[config.mk]
export PLATFORM = sky130hd
export DESIGN_NAME = move_timer
export DESIGN_NICKNAME = d
export VERILOG_FILES = /design/src/rtl/move_timer_pkg.sv /design/src/rtl/sat_counter.sv /design/src/rtl/move_timer.sv
export SDC_FILE = /design/constraint.sdc
export NUM_CORES = 1
export LEC_CHECK = 0
export CORE_MARGIN = 4
export CORE_UTILIZATION = 63
export CTS_BUF_LIST = sky130_fd_sc_hd__clkbuf_2
export DETAILED_ROUTE_END_ITERATION = 10
export GPL_TIMING_DRIVEN = 0
export PLACE_DENSITY_LB_ADDON = 0.3
export SLEW_MARGIN = 10
export SYNTH_ARGS = -nofsm -noshare
export SYNTH_HDL_FRONTEND = slang
export SYNTH_SLANG_ARGS = --single-unit
export TNS_END_PERCENT = 100
[constraint.sdc]
create_clock -name clk -period 5.6 [get_ports clk]
set_input_delay 1.68 -clock clk [delete_from_list [all_inputs] [get_ports clk]]
set_output_delay 1.68 -clock clk [all_outputs]
set_load 0.02 [all_outputs]
[src/rtl/move_timer_pkg.sv]
// Shared definitions for the move timer: FSM state type and default sizing.
package move_timer_pkg;

   typedef enum logic {
      STOPPED = 1'b0,
      RUNNING = 1'b1
   } state_t;

   localparam int unsigned CNT_W          = 24;
   localparam int unsigned MISS_W         = 8;
   localparam logic [23:0] DEFAULT_PERIOD = 24'd5_000_000;

endpackage

[src/rtl/sat_counter.sv]
// Saturating up-counter with synchronous clear; clear wins over increment.
module sat_counter #(
   parameter int unsigned W = 8
) (
   input  logic         clk,
   input  logic         clr,
   input  logic         inc,
   output logic [W-1:0] q
);

   always_ff @(posedge clk) begin
      if (clr)
         q <= '0;
      else if (inc && (q != '1))
         q <= q + W'(1);
   end

endmodule

[src/rtl/move_timer.sv]
// Periodic move timer: raises a held move request each period and counts
// expiries that land while the previous request is still unacknowledged.
module move_timer #(
   parameter int unsigned     CNT_W          = move_timer_pkg::CNT_W,
   parameter logic [CNT_W-1:0] DEFAULT_PERIOD = CNT_W'(move_timer_pkg::DEFAULT_PERIOD),
   parameter int unsigned     MISS_W         = move_timer_pkg::MISS_W
) (
   input  logic              clk,
   input  logic              clr,
   input  logic              run,
   input  logic              we,
   input  logic [CNT_W-1:0]  wdata,
   input  logic              ack,
   input  logic              miss_clr,
   output logic              move,
   output logic              tick,
   output logic [MISS_W-1:0] miss
);

   import move_timer_pkg::*;

   state_t           state, state_nx;
   logic             counting;
   logic [CNT_W-1:0] period;
   logic [CNT_W-1:0] cnt;
   logic [CNT_W-1:0] last;
   logic             expire;
   logic             miss_inc;

   always_ff @(posedge clk) begin
      if (clr)
         state <= STOPPED;
      else
         state <= state_nx;
   end

   always_comb begin
      state_nx = state;
      case (state)
         STOPPED: if (run)  state_nx = RUNNING;
         RUNNING: if (!run) state_nx = STOPPED;
         default:           state_nx = STOPPED;
      endcase
   end

   always_comb begin
      counting = (state == RUNNING);
   end

   // period 0 wraps like period 1; a reload in the same cycle cancels the expiry
   always_comb begin
      last     = (period == '0) ? '0 : period - CNT_W'(1);
      expire   = counting && (cnt == last) && !we;
      miss_inc = expire && move && !ack;
   end

   always_ff @(posedge clk) begin
      if (clr) begin
         period <= DEFAULT_PERIOD;
         cnt    <= '0;
         tick   <= 1'b0;
         move   <= 1'b0;
      end else begin
         tick <= expire;
         if (we) begin
            period <= wdata;
            cnt    <= '0;
         end else if (counting) begin
            cnt <= expire ? '0 : cnt + CNT_W'(1);
         end
         if (expire)
            move <= 1'b1;
         else if (ack)
            move <= 1'b0;
      end
   end

   sat_counter #(
      .W(MISS_W)
   ) u_miss (
      .clk(clk),
      .clr(clr | miss_clr),
      .inc(miss_inc),
      .q  (miss)
   );

endmodule
**Word-level counts from Yosys, hierarchy flattened**

Index checks and enable logic that the tools add are counted.

- Register bits: 59
- Output and inout port bits: 10
- Word-level logic and storage cells: 27

- $add $sub $neg: 3
- Equal/unequal tests: 2
- Muxes and demuxes: 5
- Bitwise logic cells: 1
- Reduce and logical (&&, ||, !) cells: 10

Operator list:

| cell | count |
|---|---|
| 24-bit two-way mux | 2 |
| 24-bit by 1-bit adder with 24-bit output (second input constant) | 1 |
| 24-bit == test | 1 |
| 24-bit zero test | 1 |
| 24-bit by 1-bit subtractor with 24-bit output (second input constant) | 1 |
| 8-bit by 1-bit adder with 8-bit output (second input constant) | 1 |
| 8-bit inequality test (second input constant) | 1 |
| 1-bit logical AND | 5 |
| 1-bit two-way mux | 3 |
| 1-bit zero test | 2 |
| 2-bit nonzero test | 1 |
| 2-bit OR reduction | 1 |
| 1-bit OR | 1 |

**Depth between registers and ports, before layout**

- Depth in word-level cells: 8
- Mapped depth: 13

**Hierarchy**

From an unflattened synthesis, not the netlist that was laid out.

- Cells, all modules: 441
- Area total of the unflattened synthesis: 3757.4 µm²

By module, submodules not included:

| module | instances | cells each | area an instance (µm²) |
|---|---|---|---|
| move_timer | 1 | 395 | 3326.9 |
| sat_counter | 1 | 46 | 430.4 |

**Least setup slack after synthesis**

No wires, ideal clock.

- Path kind: input -> register
- From: input port we
- To: register u_miss.q[2]
- Data arrival time: 3880 ps
- Required time: 5530 ps
- Path slack: 1649 ps
- Stages: 10
- Cell sequence: clkbuf_1 > nand3b_1 > a221oi_1 > o21ai_0 > a2111o_1 > nor4b_2 > nand4_2 > buf_6 > or3_1 > a21oi_1

- Cells in the longest elaborated chain, start to end: 5

Ends and longest elaborated chain:

| what | RTL line | text |
|---|---|---|
| start, declared | move_timer.sv:11 | `input logic we,` |
| 1-bit zero test | move_timer.sv:53 | `expire = counting && (cnt == last) && !we;` |
| 1-bit logical AND | move_timer.sv:53 |  |
| 1-bit logical AND (2 in a row) | move_timer.sv:54 | `miss_inc = expire && move && !ack;` |
| 1-bit logical AND | sat_counter.sv:14 | `else if (inc && (q != '1))` |
| end signal, assigned | sat_counter.sv:15 | `q <= q + W'(1);` |
| end, declared | sat_counter.sv:8 | `output logic [W-1:0] q` |

Every way passes these cells.
A chain may end at the register's enable or synchronous reset.

**Worst setup path after layout**

- From: register period[0]
- To: register u_miss.q[6]

- Cells in the longest elaborated chain, start to end: 8

Ends and longest elaborated chain:

| what | RTL line | text |
|---|---|---|
| start, declared | move_timer.sv:24 | `logic [CNT_W-1:0] period;` |
| start signal, assigned | move_timer.sv:66 | `period <= wdata;` |
| 24-bit by 1-bit subtractor with 24-bit output / 24-bit zero test (equally long branches) | move_timer.sv:52 | `last = (period == '0) ? '0 : period - CNT_W'(1);` |
| 24-bit two-way mux (*) | move_timer.sv:52 |  |
| 24-bit == test (*) | move_timer.sv:53 |  |
| 1-bit logical AND (*) (2 in a row) | move_timer.sv:53 |  |
| 1-bit logical AND (*) (2 in a row) | move_timer.sv:54 |  |
| 1-bit logical AND (*) | sat_counter.sv:14 |  |

Every way passes the cells marked *; elsewhere a longest branch is shown, timed or not.

==> results.sh <==
export IMPL_place_gp_congestion=0.935
export IMPL_cts_hold_buffers=0
export IMPL_die_y_um=83.6
export IMPL_max_vdd_ir_drop_v=0.000164
export IMPL_dp_cells=549
export IMPL_setup_viol=0
export IMPL_postSynthAreaPerCell_um2=8.20
export IMPL_cts_root_buf="clkbuf_2"
export IMPL_nFillCells=428
export IMPL_endpoint_kind="flip-flop"
export IMPL_crit_start="period[0]$_SDFFE_PP0P_"
export IMPL_crit_path_cell_trace="inv_1 -> ha_1 -> nor3b_2 -> nand4_1 -> nor3_1 -> o21a_1 -> o221ai_1 -> nor4b_1 -> nand4_2 -> buf_6 -> or3_1 -> a21oi_1"
export IMPL_syn_instance_count=439
export IMPL_finalInstanceArea_um2=4170
export IMPL_final_net_count=521
export IMPL_power_frac_seq_pct=55.6
export IMPL_r2r_slack_ps=1130
export IMPL_ys_flop_type="dfxtp_1"
export IMPL_hold_path_class="flip-flop to flip-flop"
export IMPL_crit_fanout=10
export IMPL_antenna_found_initial=0
export IMPL_final_antenna_net_count=0
export IMPL_drc=0
export IMPL_rsz0062_at_grt="no"
export IMPL_grt_overflow=0
export IMPL_clock_latency_ps=510
export IMPL_clock_skew_ps=26.3
export IMPL_holdPathEnd="move$_SDFFE_PP0P_"
export IMPL_diodes=0
export IMPL_yosys_warnings=0
export IMPL_clkTransAtPathRegs_ps=170
export IMPL_clockBufferDepth=2
export IMPL_swShare_pct=31.4
export IMPL_fin_crit_ps=4470
export IMPL_num_io_pins=40
export IMPL_synth_most_common_cell="nor2_1"
export IMPL_ys_top_cells_by_area="dfxtp_1, mux2i_1, xnor2_1, nor2_1, xor2_1"
export IMPL_grt_pass1_wl_um=16200
export IMPL_yosys_top_cells_count="nor2_1, dfxtp_1, nand2_1, mux2i_1, xnor2_1"
export IMPL_viasPerCell=6.15
export IMPL_max_stage_delay_ps=950
export IMPL_syn_nets=472
export IMPL_reg2reg_depth=12
export IMPL_hp_start="move$_SDFFE_PP0P_"
export IMPL_async_flop_share_pct=0
export IMPL_finalCritPeriodShare_pct=79.8
export IMPL_tns_ps=0
export IMPL_rows=27
export IMPL_dieArea_um2=6980
export IMPL_num_vias=3474
export IMPL_synth_top_area_share_pct=32.8
export IMPL_outcome="complete, no violations"
export IMPL_routed_wl_um=9470
export IMPL_slew_headroom_pct=31.3
export IMPL_max_slew_worst_pin_slew_ps=1020
export IMPL_p_leak_nw=1.46
export IMPL_instances_no_fill=565
export IMPL_synth_distinct_cells=63
export IMPL_ys_ff_latch=59
export IMPL_synth_seq_area_share_pct=32.8
export IMPL_p_total_mw=0.808
export IMPL_post_cts_buffers=0
export IMPL_power_density_nw_per_um2=194
export IMPL_start_util_pct=65.3
export IMPL_r2r_start="period[0]$_SDFFE_PP0P_"
export IMPL_core_area_um2=5510
export IMPL_max_freq_mhz=224
export IMPL_tritoncts="done"
export IMPL_grt_use_total_pct=28.3
export IMPL_placed_area_um2=4070
export IMPL_cts_made_buffers=9
export IMPL_synth_edf_count=0
export IMPL_cp_start_kind="flip-flop"
export IMPL_grt_pass1_vias=3369
export IMPL_critical_path_required_ps=6040
export IMPL_grt_max_degree=13
export IMPL_max_cap_viol_count=0
export IMPL_slowest_stage="nor3_1"
export IMPL_ctsHtreeMaxLevel=3
export IMPL_synth_top_area_cell="dfxtp_1"
export IMPL_finalHoldViolCount=0
export IMPL_drtIter0Drc=306
export IMPL_power_report_internal_total_mw=0.554
export IMPL_firstDrtPassIters=5
export IMPL_syn2layout_area_growth_pct=15.8
export IMPL_wl_per_cell_um=16.8
export IMPL_switchingPower_mw=0.254
export IMPL_hpwl_um=7200
export IMPL_path_class="flip-flop to flip-flop"
export IMPL_final_util_pct=75.7
export IMPL_p_clk_share_pct=29.3
export IMPL_arrival_ps=4910
export IMPL_numPortBuffers=38
export IMPL_clock_sinks=59
export IMPL_whs_path_depth=2
export IMPL_post_cts_resized=0
export IMPL_maxSlewViolCount=0
export IMPL_final_layout_size_suffix_gt1_share_pct=8.32
export IMPL_r2r_end="u_miss.q[6]$_SDFFE_PP0P_"
export IMPL_die_x_um=83.6
export IMPL_share_comb_of_total_power_pct=15.1
export IMPL_synth_area_um2=3600
-- final cells by class --
class                      instances  area (um2)  area share, %
multi-input combinational        345        2260           54.2
sequential                        59        1180           28.3
timing repair buffer              38         380           9.13
buffer                            23         115           2.76
tap                               72        90.1           2.16
clock inverter                     7        52.6           1.26
clock buffer                       9        45.0           1.08
inverter                          12        45.0           1.08
-- flip-flops by register name, indices dropped and copies added, names as in the netlist --
register	cells
counting	1
period	24
tick	1
move	1
cnt	24
u_miss.q	8
-- per-layer routing --
metal / routed length (um) / up-vias / track usage (%)
met5: 0 / - / 0
met4: 225 / 0 / 10.2
met3: 597 / 20 / 7.31
met2: 4690 / 127 / 49.0
met1: 3960 / 1655 / 33.7
li1: - / 1672 / -
-- layout by cell type (no fill, tap or decap), types with 7 or more instances in the layout --
| cell | count |
|---|---|
| nand4_1 | 9 |
| mux2i_1 | 31 |
| or3_1 | 12 |
| nand2_1 | 33 |
| nand3_1 | 15 |
| a21oi_1 | 15 |
| dfxtp_1 | 59 |
| clkbuf_2 | 9 |
| xnor2_1 | 28 |
| xor2_1 | 17 |
| nor2_1 | 65 |
| o21ai_0 | 12 |
| clkbuf_1 | 11 |
| nor4_1 | 10 |
| inv_1 | 12 |
| clkdlybuf4s50_1 | 38 |
| and3_1 | 7 |
| nor3_1 | 20 |
-- per-stage QoR --
| stage | hold WS, ps | setup slack [ps] |
|---|---|---|
| floorplan | 496 | 1650 |
| global placement | 479 | 1150 |
| detailed placement | 493 | 1130 |
| CTS | 510 | 1240 |
| global route | 560 | 782 |
| finish | 508 | 1130 |
-- power groups by stage --
stage,combinational (mW),sequential (mW),clock (mW)
after floorplan,0.0823,0.452,0
after global placement,0.117,0.456,0
after detailed placement,0.120,0.457,0
after CTS,0.121,0.448,0.240
after global routing,0.134,0.451,0.260
final,0.122,0.449,0.237
-- worst max path at each step --
stage / to / slack [ps]
after floorplan: u_miss.q[2]$_SDFFE_PP0P_ / 1650
after global placement: u_miss.q[6]$_SDFFE_PP0P_ / 1150
after detailed placement: u_miss.q[6]$_SDFFE_PP0P_ / 1130
after CTS: u_miss.q[6]$_SDFFE_PP0P_ / 1240
after global routing: u_miss.q[2]$_SDFFE_PP0P_ / 780
final: u_miss.q[6]$_SDFFE_PP0P_ / 1130
-- worst max-delay path, delay by kind of cell (launching register included) --
| family | cells | cell delay (ps) |
|---|---|---|
| AO/OA/AOI/OAI | 3 | 530 |
| flip-flops | 1 | 420 |
| buffers and inverters | 2 | 330 |
| AND/OR/NAND/NOR | 6 | 2900 |
| adder cells (fa/ha/maj) | 1 | 200 |
-- cells by family (layout without fill, tap and decap cells) --
logic type                 Yosys count  count (layout)  synth area share, %
AOI/OAI and AO/OA                   57              57                 11.1
xor gates and xnor gates            45              45                 11.0
adders and majority gates            3               3                 1.04
buffers and inverters               35              89                 4.45
DFF                                 59              59                 32.8
muxes                               33              33                 9.25
and+or+nand+nor                    207             207                 30.4
Note: power is estimated with default switching activity, not from simulation.
